$ cat src/rtl/jk_excitation_driver.sv
// Drives J/K excitation for one cycle to move an external JK register bank to a
// requested state, then confirms the move from the bank's Q feedback and retries.
module jk_excitation_driver #(
  parameter int WIDTH      = 4,
  parameter int MAX_RETRY  = 2,
  parameter int USE_TOGGLE = 0
) (
  input  logic             clk,
  input  logic             rst,
  input  logic             req_valid,
  output logic             req_ready,
  input  logic [WIDTH-1:0] req_state,
  input  logic [WIDTH-1:0] q_fb,
  output logic [WIDTH-1:0] J,
  output logic [WIDTH-1:0] K,
  output logic             busy,
  output logic             done,
  output logic             err,
  output logic [1:0]       retries
);

  // Handshake: a request transfers on a rising clk where req_valid && req_ready
  // are both high; req_ready is high only in IDLE and req_state is latched then.

  typedef enum logic [1:0] {IDLE, DRIVE, CHECK} state_t;

  // Internal attempt counter wide enough for MAX_RETRY; the retries port saturates at 3.
  localparam int CW = $clog2(MAX_RETRY + 2);

  state_t           state, state_n;
  logic [WIDTH-1:0] target, target_n;
  logic [WIDTH-1:0] j_n, k_n;
  logic [WIDTH-1:0] ex_t, ex_j, ex_k;
  logic             done_n, err_n;
  logic [CW-1:0]    cnt, cnt_n;
  logic [1:0]       retries_n;

  // Excitation always derives from the live bank value and the goal being driven.
  assign ex_t = (state == IDLE) ? req_state : target;

  generate
    if (USE_TOGGLE != 0) begin : g_toggle
      assign ex_j = q_fb ^ ex_t;
      assign ex_k = q_fb ^ ex_t;
    end else begin : g_setreset
      assign ex_j = ~q_fb & ex_t;
      assign ex_k = q_fb & ~ex_t;
    end
  endgenerate

  assign req_ready = (state == IDLE);
  assign busy      = (state != IDLE);

  always_comb begin
    state_n   = state;
    target_n  = target;
    j_n       = '0;
    k_n       = '0;
    done_n    = 1'b0;
    err_n     = err;
    cnt_n     = cnt;
    retries_n = retries;
    case (state)
      IDLE: begin
        if (req_valid) begin
          target_n  = req_state;
          err_n     = 1'b0;
          cnt_n     = '0;
          retries_n = 2'd0;
          j_n       = ex_j;
          k_n       = ex_k;
          state_n   = DRIVE;
        end
      end
      DRIVE: state_n = CHECK;
      CHECK: begin
        if (q_fb == target) begin
          done_n  = 1'b1;
          state_n = IDLE;
        end else if (cnt < CW'(MAX_RETRY)) begin
          cnt_n     = cnt + CW'(1);
          retries_n = (retries == 2'd3) ? 2'd3 : retries + 2'd1;
          j_n       = ex_j;
          k_n       = ex_k;
          state_n   = DRIVE;
        end else begin
          err_n   = 1'b1;
          state_n = IDLE;
        end
      end
      default: state_n = IDLE;
    endcase
  end

  always_ff @(posedge clk) begin
    if (rst) begin
      state   <= IDLE;
      target  <= '0;
      J       <= '0;
      K       <= '0;
      done    <= 1'b0;
      err     <= 1'b0;
      cnt     <= '0;
      retries <= 2'd0;
    end else begin
      state   <= state_n;
      target  <= target_n;
      J       <= j_n;
      K       <= k_n;
      done    <= done_n;
      err     <= err_n;
      cnt     <= cnt_n;
      retries <= retries_n;
    end
  end

endmodule

$ cat config.mk
export PLATFORM = sky130hd
export DESIGN_NAME = jk_excitation_driver
export DESIGN_NICKNAME = d
export VERILOG_FILES = /design/src/rtl/jk_excitation_driver.sv
export SDC_FILE = /design/constraint.sdc
export NUM_CORES = 1
export LEC_CHECK = 0
export ABC_AREA = 1
export CAP_MARGIN = 20
export CORE_MARGIN = 2
export CORE_UTILIZATION = 45
export CTS_BUF_LIST = sky130_fd_sc_hd__clkbuf_8
export CTS_CLUSTER_SIZE = 20
export DETAILED_ROUTE_END_ITERATION = 16
export GPL_TIMING_DRIVEN = 0
export PLACE_DENSITY = 0.76
export SLEW_MARGIN = 20
export SYNTH_ARGS = -nofsm -noshare
export SYNTH_HDL_FRONTEND = slang
export SYNTH_SLANG_ARGS = --single-unit
$ cat constraint.sdc
create_clock -name clk -period 2.4 [get_ports clk]
set_input_delay 0.48 -clock clk [delete_from_list [all_inputs] [get_ports clk]]
set_output_delay 0.48 -clock clk [all_outputs]
set_load 0.1 [all_outputs]
Yosys cells after proc, flatten, opt, wreduce, memory -nomap -nowiden:

Index checks and enable logic that the tools add are counted.

* add/sub/neg operators: 2
* magnitude comparators: 1
* equality and inequality tests: 8
* mux-type cells: 26
* bitwise operators: 5
* reduce and logical (&&, ||, !) cells: 7

Operators by type and width (number)
* $mux 4: 7
* $pmux 4 s2: 2
* $mux 2: 7
* $and 4x4->4: 2
* $ne 2x2->1 const B: 4
* $not 4->4: 2
* $pmux 2 s2: 2
* $reduce_and 4->1: 2
* $mux 1: 6
* $pmux 2 s3: 1
* $add 2x1->2 const B: 2
* $eq 2x2->1 const B: 2
* $eq 4x4->1: 1
* $reduce_bool 2->1: 2
* $eq 2x1->1 const B: 1
* $logic_not 2->1: 1
* $lt 2x2->1 const B: 1
* $pmux 1 s2: 1
* $reduce_and 2->1: 1
* $reduce_or 2->1: 1
* $not 1->1: 1

* flip-flop bits (word level): 20
* input bits: 11

Longest topological paths before layout:

Gate-level depths: netlist (run 1).

* depth after elaboration: 7
* gate-level depth with buffers: 10
* depth with buffers taken out: 10

Worst setup path after synthesis (run 1):

No wires, ideal clock.

* kind: reg-to-output
* start point: register state[0]
* end point: output port busy
* data arrival time: 1.264 ns
* data required time: 1.920 ns
* setup slack: 0.656 ns
* stages on the path, launching flop included: 4
* path buffers: 1
* cells stage by stage: dfxtp_1 > nor2_1 > buf_4 > inv_1

* longest elaborated chain between the ends: 1

Ends and longest elaborated chain
* from (decl): line 30 `state_t state, state_n;`
* from (signal assigned): line 106 `state <= state_n;`
* $reduce_bool 2->1: line 52 `assign busy = (state != IDLE);`
* to (decl): line 16 `output logic busy,`

Every way passes these cells.

Final worst setup path (run 1):

* start point: register state[0]
* end point: output port req_ready

* longest elaborated chain between the ends: 1

Ends and longest elaborated chain
* $logic_not 2->1: line 51 `assign req_ready = (state == IDLE);`
* to (decl): line 11 `output logic req_ready,`

Every way passes these cells.

==> key figures, run 1 <==
Pwr
  • Clock power share: 0.372
  • Comb pwr share: 0.226
  • Int Power: 0.630 mW
  • Switch Pwr: 0.260 mW
  • IR drop worst, VDD: 0.457 mV
  • Sw Ratio: 0.292
  • Power Dens Cells: 733 mW/mm^2
  • Pleak: 0.548 nW
  • Reg power frac: 0.403

Final layout
  • Synth-to-layout area growth: 39.0%
  • Layout cells sized above 1: 0.141
  • Post-route cell area: 0.00121 sq mm
  • Ant diodes: 0
  • Most frequent cells in the layout: 22 x clkdlybuf4s50_1, 21 x nand2_1, 20 x dfxtp_1
  • Final Util: 0.680
  • Final #Nets: 154
  • Filler cells: 145
  • Commonest non-fill, non-tap cell in the layout: clkdlybuf4s50_1
  • Cell Count, Final, Fillers Out: 167

Job
  • Total of max-cap violations: 0

Timing
  • Worst rel slew slack: 0.350
  • Setup-failing EPs final: 0
  • Clock period minus final worst setup slack: 2280 ps
  • Slew @ Worst Pin: 972 ps
  • Final-report hold violation count: 0
  • RSZ-0062 raised after global routing: no
  • Setup TNS: 0 ps
  • Max-slew violation count: 0
  • Max Clock Freq: 0.439 GHz
  • Post-route setup slack: 123 ps
  • Period utilization: 0.949
  • Clock Skews: 1.36 ps

Worst setup path
  • CP startpoint kind: flop
  • Top delay family on crit path: buffers and inverters
  • Crit-path cells: nor2_1 -> buf_4 -> dlygate4sd2_1
  • Worst Path Required: 1920 ps
  • Crit path largest cell delay: 860 ps
  • RR Startpoint: target[0]
  • R2r setup slk: 1140 ps
  • Worst path slowest cell: dlygate4sd2_1
  • Kind of critical path: reg -> out
  • Stages on the worst setup path: 3
  • Crit end category: primary output
  • Crit path DAT: 1800 ps
  • CP Buf/Inv Count: 2
  • Crit. Startpoint: state[0]
  • Reg-to-Reg End: K[1]
  • Crit path to: req_ready
  • R2R cell count: 8
  • Crit Path Max Fanout: 10

GRT
  • GRT Overall Usage: 0.182
  • Gr ovfl total: 0
  • Pin count of the biggest net entering global routing: 13
  • Initial antenna violation count: 0
  • Vias in the first global route: 749
  • First-pass GRT wire length: 2950 microns

Clock tree
  • CTS tree: done
  • Clock transition at path regs: 70 ps
  • Root buffer cell: clkbuf_8
  • Post-cts sizing count: 2
  • Number of buffers created by CTS: 3
  • Clock Path Buffers: 2
  • Clock Sinks: 20
  • Setup Buffers After CTS: 0
  • # H-tree levels: 1
  • Hold-fix buffers, CTS: 0
  • Later-pin clock latency in the skew report: 250 ps

Routing
  • Vias per inst: 4.71
  • Pre-antenna DRT Iters: 4
  • Total Wirelength: 1770 microns
  • Detailed-route DRC error count: 0
  • Wire per inst: 10.6 microns
  • DRT iter0 DRCs: 25
  • Vias after detailed routing: 786
  • Post-route ant nets: 0

Die
  • Die footprint: 0.00231 sq mm
  • Chip width: 48.0 microns
  • Core Rows: 15
  • Number of I/O pins: 25
  • Die height: 48.0 microns
  • Starting Density: 0.489
  • Core Footprint: 0.00178 sq mm

Synthesis
  • Primary FF master, synth: dfxtp_1
  • Synth area leader: dfxtp_1
  • Cell count after synthesis: 114
  • Syn Area/Cell: 7.65 sq um
  • Largest cells by area after synthesis: dfxtp_1 46%, nand2_1 9.0%, inv_1 7.3%, a21oi_1 5.2%, o21ai_0 5.2%
  • Yosys cell types: 20
  • Yosys reg bits: 20
  • Post-synth EDFFs: 0
  • Synth warnings: 0
  • Seq/Total Area, Yosys: 0.459
  • Synth async-reset ratio: 0
  • Syn nets: 125
  • Post-Synthesis Cell Area: 872 sq um
  • Synth top area share: 0.459

Place
  • Port bufs: 24
  • Post-place setup slack: 114 ps
  • Dpl cell area: 0.00114 sq mm
  • Routability cong.: 0.785
  • Placed cell count: 163
  • Post-DP HPWL: 1250 microns

Outcome
  • Status: finished clean

Hold path
  • Worst Hold Class: reg -> reg
-- state kept, by name, summed over array words and instances (netlist names) --
name and count:
state 2, retries 2, J 4, err 1
target 4, K 4, done 1, cnt 2
-- per-stage QoR --
| stage | hold WS [ps] | power, mW |
|---|---|---|
| 2_1_floorplan | 422 | 0.513 |
| 3_3_place_gp | 437 | 0.565 |
| 3_5_place_dp | 438 | 0.568 |
| 4_1_cts | 464 | 0.892 |
| 5_1_grt | 481 | 0.928 |
| 6_report | 463 | 0.889 |
-- final cells by class --
cell class,count,area [sq um],area share
Timing Repair Buffer,24,238,0.196
Multi-Input combinational cell,75,397,0.327
Clock inverter,1,30.0,0.0248
Tap cell,25,31.3,0.0258
Buffer,1,7.51,0.00619
Sequential cell,20,400,0.330
Clock buffer,3,41.3,0.0341
Inverter,18,67.6,0.0557
-- synth_stat cells (2+ instances only) --
cell	n
nand2_4	3
o21ai_0	9
nand2_1	21
inv_1	17
and3_1	3
nor2_4	3
nor2_1	10
a21oi_1	9
dfxtp_1	20
nor3_1	4
nand3_1	2
nand2_2	4
and2_2	2
-- metal layers --
layer	vias up	part of all wire	track usage
li1	416	-	-
met5	-	0	0
met1	352	0.47	0.227
met3	2	0.033	0.0151
met4	0	0.011	0.124
met2	16	0.49	0.296
-- cells by family (layout without fill, tap and decap cells) --
group	Yosys count	in the layout	synth area share
AND/OR/NAND/NOR	55	55	0.336
AO/OA/AOI/OAI	20	20	0.119
flip-flops	20	20	0.459
buffers and inverters	19	47	0.0861
-- worst min path at each step --
stage	start	end	slack, ps	cells past startpoint
after floorplan	state[1]	state[1]	420	1
after global placement	state[1]	state[1]	440	1
after detailed placement	state[1]	state[1]	440	1
after CTS	state[1]	state[1]	460	1
after global routing	state[1]	state[1]	480	1
final	state[1]	state[1]	460	1
-- power groups by stage --
stage	clock, mW	combinational, mW	sequential (mW)
2_1_floorplan	0	0.109	0.405
3_3_place_gp	0	0.200	0.365
3_5_place_dp	0	0.202	0.365
4_1_cts	0.333	0.201	0.358
5_1_grt	0.351	0.217	0.360
6_report	0.331	0.201	0.358
Note: power is estimated with default switching activity, not from simulation.
==> run 2, diff against run 1 <==
SLEW_MARGIN = 30   (was 20)
==> results of run 2 <==
No change in the layout: final DEF, timing and power equal those of run 1.
==> run 3, diff against run 2 <==
CELL_PAD_IN_SITES_DETAIL_PLACEMENT = 1   (was not set)
CELL_PAD_IN_SITES_GLOBAL_PLACEMENT = 2   (was not set)
CORE_UTILIZATION = 28   (was 45)
PLACE_DENSITY = not set   (was 0.76)
PLACE_DENSITY_LB_ADDON = 0.1   (was not set)
==> key figures, run 3 (synthesized netlist as in run 1, its figures left out) <==
Routing
  • Detailed-route DRC error count: 0
  • Post-route ant nets: 0
  • Vias per inst: 4.65
  • Vias after detailed routing: 809
  • Total Wirelength: 2000 microns
  • DRT iter0 DRCs: 6
  • Wire per inst: 11.5 microns
  • Pre-antenna DRT Iters: 4

Final layout
  • Layout cells sized above 1: 0.135
  • Synth-to-layout area growth: 36.7%
  • Register area: 400 sq um
  • Commonest non-fill, non-tap cell in the layout: clkdlybuf4s50_1
  • Filler cells: 374
  • Final #Nets: 154
  • Ant diodes: 0
  • Top Registers: J (4), K (4), target (4)
  • Multi-input gate area: 397 sq um
  • Cell Count, Final, Fillers Out: 174
  • Most frequent cells in the layout: 22 x clkdlybuf4s50_1, 21 x nand2_1, 20 x dfxtp_1

GRT
  • Gr ovfl total: 0
  • Vias in the first global route: 765
  • First-pass GRT wire length: 3350 microns
  • GRT Overall Usage: 0.129
  • Initial antenna violation count: 0
  • Pin count of the biggest net entering global routing: 11

Place
  • Placed cell count: 171
  • Routability cong.: 0.731
  • Post-place setup slack: 90.9 ps
  • Port bufs: 24
  • Post-DP HPWL: 1500 microns

Clock tree
  • # H-tree levels: 1
  • Root buffer cell: clkbuf_8
  • Clock Path Buffers: 2
  • Clock transition at path regs: 70 ps
  • Hold-fix buffers, CTS: 0
  • Number of buffers created by CTS: 3
  • CTS tree: done
  • Later-pin clock latency in the skew report: 260 ps
  • Clock Sinks: 20

Worst setup path
  • Crit path largest cell delay: 860 ps
  • Worst path slowest cell: dlygate4sd2_1
  • Crit. Startpoint: state[0]
  • Worst Path Required: 1920 ps
  • CP Buf/Inv Count: 2
  • CP startpoint kind: flop
  • Crit path DAT: 1810 ps
  • Kind of critical path: reg -> out
  • Crit Path Max Fanout: 10
  • Crit-path cells: nor2_1 -> buf_4 -> dlygate4sd2_1
  • Top delay family on crit path: buffers and inverters
  • Crit end category: primary output
  • RR Startpoint: target[2]

Pwr
  • IR drop worst, VDD: 0.200 mV
  • Power Dens Cells: 654 mW/mm^2
  • Power Total: 0.779 mW
  • Pleak: 0.534 nW

Timing
  • Setup-failing EPs final: 0
  • Setup TNS: 0 ps
  • Worst rel slew slack: 0.353
  • Final-report hold violation count: 0
  • Post-route setup slack: 109 ps
  • Slew @ Worst Pin: 968 ps
  • Clock Skews: 2.60 ps
  • Max Clock Freq: 0.437 GHz
  • Period utilization: 0.954
  • Clock period minus final worst setup slack: 2290 ps
  • RSZ-0062 raised after global routing: no
  • Max-slew violation count: 0

Hold path
  • Worst Hold Class: reg -> reg
  • HP Start: state[1]

Outcome
  • Status: finished clean

Die
  • Chip width: 59.8 microns
  • Number of I/O pins: 25
  • Die height: 59.8 microns
  • Core Rows: 20
  • Starting Density: 0.290
  • Die footprint: 0.00358 sq mm
  • Core Footprint: 0.00300 sq mm

Job
  • Total of max-cap violations: 0
[run 3: layout make-up]
class                           count  share of cell area
Inverter                           18              0.0567
Sequential cell                    20               0.336
Tap cell                           33              0.0346
Timing Repair Buffer               24               0.199
Clock buffer                        3              0.0346
Multi-Input combinational cell     75               0.333
Buffer                              1             0.00630
[run 3: final timing paths]
kind                    end  slack, ps  depth (start not counted)
hold / removal     state[1]        460                          1
setup reg to reg       K[1]       1150                          8
hold reg to reg    state[1]        460                          1
setup / recovery  req_ready        110                          3
[run 3: metal layers]
layer,track usage,vias up,part of all wire
met5,0,-,0
met4,0.0667,0,0.021
li1,-,414,-
met2,0.211,19,0.47
met3,0.0390,5,0.044
met1,0.152,371,0.46
[run 3: repair_timing]
item,CTS,global route
resized for setup,2,0
buffers inserted,0,0
setup endpoints to repair,2,0
[run 3: stage by stage]
step / utilization / hold slack (ps) / instance area [sq um]
after floorplan: - / 422 / 872
after global placement: 0.384 / 439 / 1150
after detailed placement: 0.384 / 448 / 1150
after CTS: 0.397 / 460 / 1190
after global routing: 0.397 / 504 / 1190
final: 0.397 / 463 / 1190
[run 3: power by group]
| group | switching (mW) | internal (mW) |
|---|---|---|
| Combinational | 0.143 | 0.0594 |
| Sequential | 0.00935 | 0.348 |
| Clock | 0.108 | 0.112 |
| Total | 0.260 | 0.519 |
